[config.mk]
export PLATFORM = sky130hd
export DESIGN_NAME = cpu_control_fsm
export DESIGN_NICKNAME = d
export VERILOG_FILES = /design/src/rtl/cpu_control_fsm.sv
export SDC_FILE = /design/constraint.sdc
export NUM_CORES = 1
export LEC_CHECK = 0
export CELL_PAD_IN_SITES_DETAIL_PLACEMENT = 2
export CELL_PAD_IN_SITES_GLOBAL_PLACEMENT = 2
export CORE_ASPECT_RATIO = 1.75
export CORE_UTILIZATION = 21
export DETAILED_ROUTE_END_ITERATION = 12
export PLACE_DENSITY = 0.77
export RECOVER_POWER = 25
export SYNTH_ARGS = -nofsm -noshare
export SYNTH_HDL_FRONTEND = slang
export SYNTH_SLANG_ARGS = --single-unit
[constraint.sdc]
create_clock -name clk -period 2.27 [get_ports clk]
set_clock_uncertainty 0.05 [all_clocks]
set_input_delay 0.227 -clock clk [delete_from_list [all_inputs] [get_ports clk]]
set_output_delay 0.227 -clock clk [all_outputs]
set_load 0.05 [all_outputs]
[src/rtl/cpu_control_fsm.sv]
// Multicycle control sequencer: steps each instruction through fetch, IR load,
// decode and one or two execute states, driving datapath enables and mux selects.
module cpu_control_fsm #(
    parameter int OP_CODE_BITS     = 4,
    parameter int EXT_OP_CODE_BITS = 4
) (
    input  logic                        clk,
    input  logic                        reset,
    input  logic [OP_CODE_BITS-1:0]     op_code,
    input  logic [EXT_OP_CODE_BITS-1:0] ext_op_code,
    input  logic                        cond_true,
    input  logic                        stall,
    output logic                        ir_en,
    output logic                        pc_en,
    output logic [1:0]                  pc_src,
    output logic                        mem_addr_sel,
    output logic                        mem_we,
    output logic                        reg_we,
    output logic [1:0]                  wb_sel,
    output logic                        alu_src_imm,
    output logic                        flags_en,
    output logic                        instr_done,
    output logic                        illegal_op
);

    typedef enum logic [3:0] {
        FETCH, IR_LOAD, DECODE, EXEC_ALU, EXEC_LUI, LOAD_ADDR,
        LOAD_WB, STORE, BRANCH, JCOND, JAL
    } state_t;

    localparam logic [OP_CODE_BITS-1:0] OP_ALU  = OP_CODE_BITS'(4'h0);
    localparam logic [OP_CODE_BITS-1:0] OP_ANDI = OP_CODE_BITS'(4'h1);
    localparam logic [OP_CODE_BITS-1:0] OP_ORI  = OP_CODE_BITS'(4'h2);
    localparam logic [OP_CODE_BITS-1:0] OP_XORI = OP_CODE_BITS'(4'h3);
    localparam logic [OP_CODE_BITS-1:0] OP_EXT  = OP_CODE_BITS'(4'h4);
    localparam logic [OP_CODE_BITS-1:0] OP_ADDI = OP_CODE_BITS'(4'h5);
    localparam logic [OP_CODE_BITS-1:0] OP_SUBI = OP_CODE_BITS'(4'h9);
    localparam logic [OP_CODE_BITS-1:0] OP_CMPI = OP_CODE_BITS'(4'hB);
    localparam logic [OP_CODE_BITS-1:0] OP_BCC  = OP_CODE_BITS'(4'hC);
    localparam logic [OP_CODE_BITS-1:0] OP_MOVI = OP_CODE_BITS'(4'hD);
    localparam logic [OP_CODE_BITS-1:0] OP_LUI  = OP_CODE_BITS'(4'hF);

    localparam logic [EXT_OP_CODE_BITS-1:0] EXT_LOAD  = EXT_OP_CODE_BITS'(4'h0);
    localparam logic [EXT_OP_CODE_BITS-1:0] EXT_STORE = EXT_OP_CODE_BITS'(4'h4);
    localparam logic [EXT_OP_CODE_BITS-1:0] EXT_JAL   = EXT_OP_CODE_BITS'(4'h8);
    localparam logic [EXT_OP_CODE_BITS-1:0] EXT_CMP   = EXT_OP_CODE_BITS'(4'hB);
    localparam logic [EXT_OP_CODE_BITS-1:0] EXT_JCOND = EXT_OP_CODE_BITS'(4'hC);

    state_t state, state_next;
    logic   is_imm, is_cmp;

    assign is_imm = (op_code == OP_ANDI) || (op_code == OP_ORI)  || (op_code == OP_XORI) ||
                    (op_code == OP_ADDI) || (op_code == OP_SUBI) || (op_code == OP_CMPI) ||
                    (op_code == OP_MOVI);
    assign is_cmp = (op_code == OP_CMPI) || ((op_code == OP_ALU) && (ext_op_code == EXT_CMP));

    always_ff @(posedge clk) begin
        if (reset)
            state <= FETCH;
        else if (!stall)
            state <= state_next;
    end

    always_comb begin
        state_next   = FETCH;
        ir_en        = 1'b0;
        pc_en        = 1'b0;
        pc_src       = 2'd0;
        mem_addr_sel = 1'b0;
        mem_we       = 1'b0;
        reg_we       = 1'b0;
        wb_sel       = 2'd0;
        alu_src_imm  = 1'b0;
        flags_en     = 1'b0;
        instr_done   = 1'b0;
        illegal_op   = 1'b0;

        case (state)
            FETCH: state_next = IR_LOAD;
            IR_LOAD: begin
                ir_en      = 1'b1;
                pc_en      = 1'b1;
                state_next = DECODE;
            end
            DECODE: begin
                if (op_code == OP_ALU || is_imm)
                    state_next = EXEC_ALU;
                else if (op_code == OP_LUI)
                    state_next = EXEC_LUI;
                else if (op_code == OP_BCC)
                    state_next = BRANCH;
                else if (op_code == OP_EXT && ext_op_code == EXT_LOAD)
                    state_next = LOAD_ADDR;
                else if (op_code == OP_EXT && ext_op_code == EXT_STORE)
                    state_next = STORE;
                else if (op_code == OP_EXT && ext_op_code == EXT_JCOND)
                    state_next = JCOND;
                else if (op_code == OP_EXT && ext_op_code == EXT_JAL)
                    state_next = JAL;
                else begin
                    illegal_op = 1'b1;
                    instr_done = 1'b1;
                end
            end
            EXEC_ALU: begin
                flags_en    = 1'b1;
                alu_src_imm = is_imm;
                reg_we      = !is_cmp;
                instr_done  = 1'b1;
            end
            EXEC_LUI: begin
                reg_we     = 1'b1;
                wb_sel     = 2'd3;
                instr_done = 1'b1;
            end
            LOAD_ADDR: begin
                mem_addr_sel = 1'b1;
                state_next   = LOAD_WB;
            end
            LOAD_WB: begin
                mem_addr_sel = 1'b1;
                reg_we       = 1'b1;
                wb_sel       = 2'd1;
                instr_done   = 1'b1;
            end
            STORE: begin
                mem_addr_sel = 1'b1;
                mem_we       = 1'b1;
                instr_done   = 1'b1;
            end
            BRANCH: begin
                pc_en      = cond_true;
                pc_src     = 2'd1;
                instr_done = 1'b1;
            end
            JCOND: begin
                pc_en      = cond_true;
                pc_src     = 2'd2;
                instr_done = 1'b1;
            end
            JAL: begin
                // PC reads B before the register write lands, so A == B is safe.
                reg_we     = 1'b1;
                wb_sel     = 2'd2;
                pc_en      = 1'b1;
                pc_src     = 2'd2;
                instr_done = 1'b1;
            end
            default: state_next = FETCH;
        endcase

        // Stall freezes side effects but leaves selects steady; reset also clears selects.
        if (stall || reset) begin
            ir_en      = 1'b0;
            pc_en      = 1'b0;
            mem_we     = 1'b0;
            reg_we     = 1'b0;
            flags_en   = 1'b0;
            instr_done = 1'b0;
            illegal_op = 1'b0;
        end
        if (reset) begin
            pc_src       = 2'd0;
            mem_addr_sel = 1'b0;
            wb_sel       = 2'd0;
            alu_src_imm  = 1'b0;
        end
    end

endmodule

==> flow_summary.json <==
{
  "wl_per_cell_um": 16.8,
  "antenna_left": 0,
  "period_needed_ps": 2130,
  "diodes": 0,
  "synth-main-ff-cell": "dfxtp_1",
  "place_congestion": 0.790,
  "grt_max_degree": 17,
  "critPathLaunchType": "flip-flop",
  "p_int_mw": 0.240,
  "clock_latency_ps": 210,
  "irDropWorstVdd_v": 0.000221,
  "area_delta_synth_final_pct": 77.9,
  "die_h_um": 73.8,
  "largest_register_ffs": 4,
  "gr-total-overflow": 0,
  "grt_pass1_wl_mm": 4.20,
  "seqPwrFrac": 0.235,
  "routed_wl_mm": 2.56,
  "num-nets-final": 139,
  "hold_viol_final": 0,
  "drc_errors": 0,
  "cp-end-kind": "output port",
  "fin_setup_tns_ps": 0,
  "vias": 838,
  "p_switching_mw": 0.0988,
  "switching_share": 0.292,
  "synth_edf_count": 0,
  "p_clk_frac": 0.426,
  "fp.coreArea_sq_mm": 0.00275,
  "cts_tree": "built",
  "reg.largest.list": "state: 4 flops",
  "top_register": "state",
  "clock_path_buffers": 2,
  "grt.busiest_layer": "met2",
  "cp_top_family": "simple AND/OR/NAND/NOR gates",
  "port_buffers": 24,
  "met1_usage": 0.198,
  "crit_path_max_incr_delay_ps": 550,
  "rows": 25,
  "syn-instance-count": 99,
  "place_inst": 149,
  "hold_path_class": "reg2reg",
  "yosys.cell_types.count": 33,
  "synth_area_per_cell_sq_um": 6.24,
  "hpwl_mm": 2.05,
  "drive_gt1_frac": 0.272,
  "first_iter_violations": 8,
  "worstPathArrival_ps": 1850,
  "slew_headroom": 0.599,
  "crit_fanout": 10,
  "vias_per_cell": 5.51,
  "gr-usage-met3": 0.00737,
  "cts_buffers": 3,
  "status": "completed",
  "cp_data_required_time_ps": 1990,
  "die_x_um": 43.0,
  "max_freq_ghz": 0.470,
  "slowest_stage": "or4b_4",
  "cts_setup_buffers": 0,
  "dr.pass1.iters": 3,
  "grt_pass1_vias": 822,
  "yosys_warnings": 0,
  "syn_area_sq_um": 618,
  "period_share": 0.938,
  "power_density_mw_per_mm2": 308,
  "root_buffer": "clkbuf_8",
  "fp.dieArea_sq_mm": 0.00317,
  "final_common_cell": "nor2_1",
  "async_flop_share": 0,
  "io_pins": 25,
  "met2_usage": 0.338,
  "tightest_slew_ps": 604,
  "final_cells": 152,
  "syn_nets": 111,
  "r2r_start": "state[3]",
  "synth-seq-cells": 4,
  "cts_sinks": 4,
  "grt_use_total": 0.171,
  "critPathBufInv": 1,
  "startpoint": "state[3]",
  "slew_violations": 0,
  "cap_violations": 0,
  "initial_utilization": 0.225,
  "p_leak_nw": 0.376,
  "final_cell_mix": "nor2_1, buf_12, nand2_1, clkdlybuf4s50_1, buf_4",
  "min_from": "state[0]",
  "worstPathCellList": "or4b_4 -> nor2_1 -> and4_2 -> o21bai_1 -> buf_12",
  "setup_viol": 0,
  "worst-setup-path-type": "reg2out",
  "antenna_found_initial": 0,
  "rsz0062_at_grt": "false",
  "comb_power_share": 0.339,
  "clkTransAtPathRegs_ps": 30,
  "fillCellCount": 311,
  "final_util": 0.400,
  "yosysSeqAreaShare": 0.130,
  "cts.htree.levels": 1
}
[cells by family (layout without fill, tap and decap cells)]
logic type / count (synthesis) / after routing / synth area share
AOI/OAI and AO/OA: 22 / 22 / 0.221
muxes: 1 / 1 / 0.0162
xor gates and xnor gates: 3 / 3 / 0.0425
buffers and inverters: 13 / 39 / 0.0850
DFF: 4 / 4 / 0.130
and+or+nand+nor: 56 / 56 / 0.506
[through the flow]
stage / hold slack (ps) / setup WS, ps / power (mW) / cell area (sq um)
2_1_floorplan: 317 / 41.2 / 0.141 / 648
3_3_place_gp: 531 / 228 / 0.191 / 1070
3_5_place_dp: 542 / 68.3 / 0.196 / 1070
4_1_cts: 548 / 17.9 / 0.347 / 1110
5_1_grt: 567 / 62.3 / 0.360 / 1100
6_report: 527 / 141 / 0.338 / 1100
[power by group through the flow]
stage	Sequential, mW	Clock (mW)	Combinational (mW)
2_1_floorplan	0.0766	0	0.0647
3_3_place_gp	0.0794	0	0.111
4_1_cts	0.0792	0.151	0.116
6_report	0.0795	0.144	0.115
5_1_grt	0.0801	0.154	0.126
3_5_place_dp	0.0800	0	0.116
[worst paths after layout]
check | cells after the start | endpoint | slack (ps)
worst max register to register | 3 | state[3] | 550
worst min-delay path | 2 | state[0] | 530
worst min register to register | 2 | state[0] | 530
worst max-delay path | 5 | instr_done | 140
[worst min-delay path: stages, from the launching register on]
cell,delay (ps)
dfxtp_2,370
nand2_1,90
o2bb2ai_1,70
[layout make-up]
type | instances | area [sq um] | share of cell area
clock buffer | 3 | 41.3 | 0.0375
tap | 27 | 33.8 | 0.0307
sequential | 4 | 81.3 | 0.0739
multi-input combinational | 82 | 523 | 0.476
inverter | 2 | 7.51 | 0.00683
timing repair buffer | 34 | 413 | 0.375
[Yosys cell counts (all sizes together), types with 2 or more instances]
cell type	instances	area [sq um]
nor2	13	48.8
clkbuf	10	37.5
nand2	10	37.5
a21oi	9	45.0
nor3	7	35.0
nor4b	5	43.8
dfxtp	4	80.1
nand2b	4	25.0
nor2b	4	25.0
o21ai	4	20.0
inv	2	7.51
nand3	2	10.0
nand3b	2	15.0
nand4	2	12.5
nor4	2	12.5
xnor2	2	17.5
[layer usage]
layer	vias to the layer above	routed length, um	part of all wire
met5	-	0	0
met4	0	0	0
met3	0	49	0.019
met2	20	1500	0.59
met1	409	1010	0.39
li1	409	-	-
[what timing repair did]
| item | 4_1_cts | 5_1_grt |
|---|---|---|
| setup endpoints to repair | 0 | 1 |
| resized for setup | 0 | 3 |
| hold buffers | 0 | 0 |
Power figures use the tool's default switching activity.
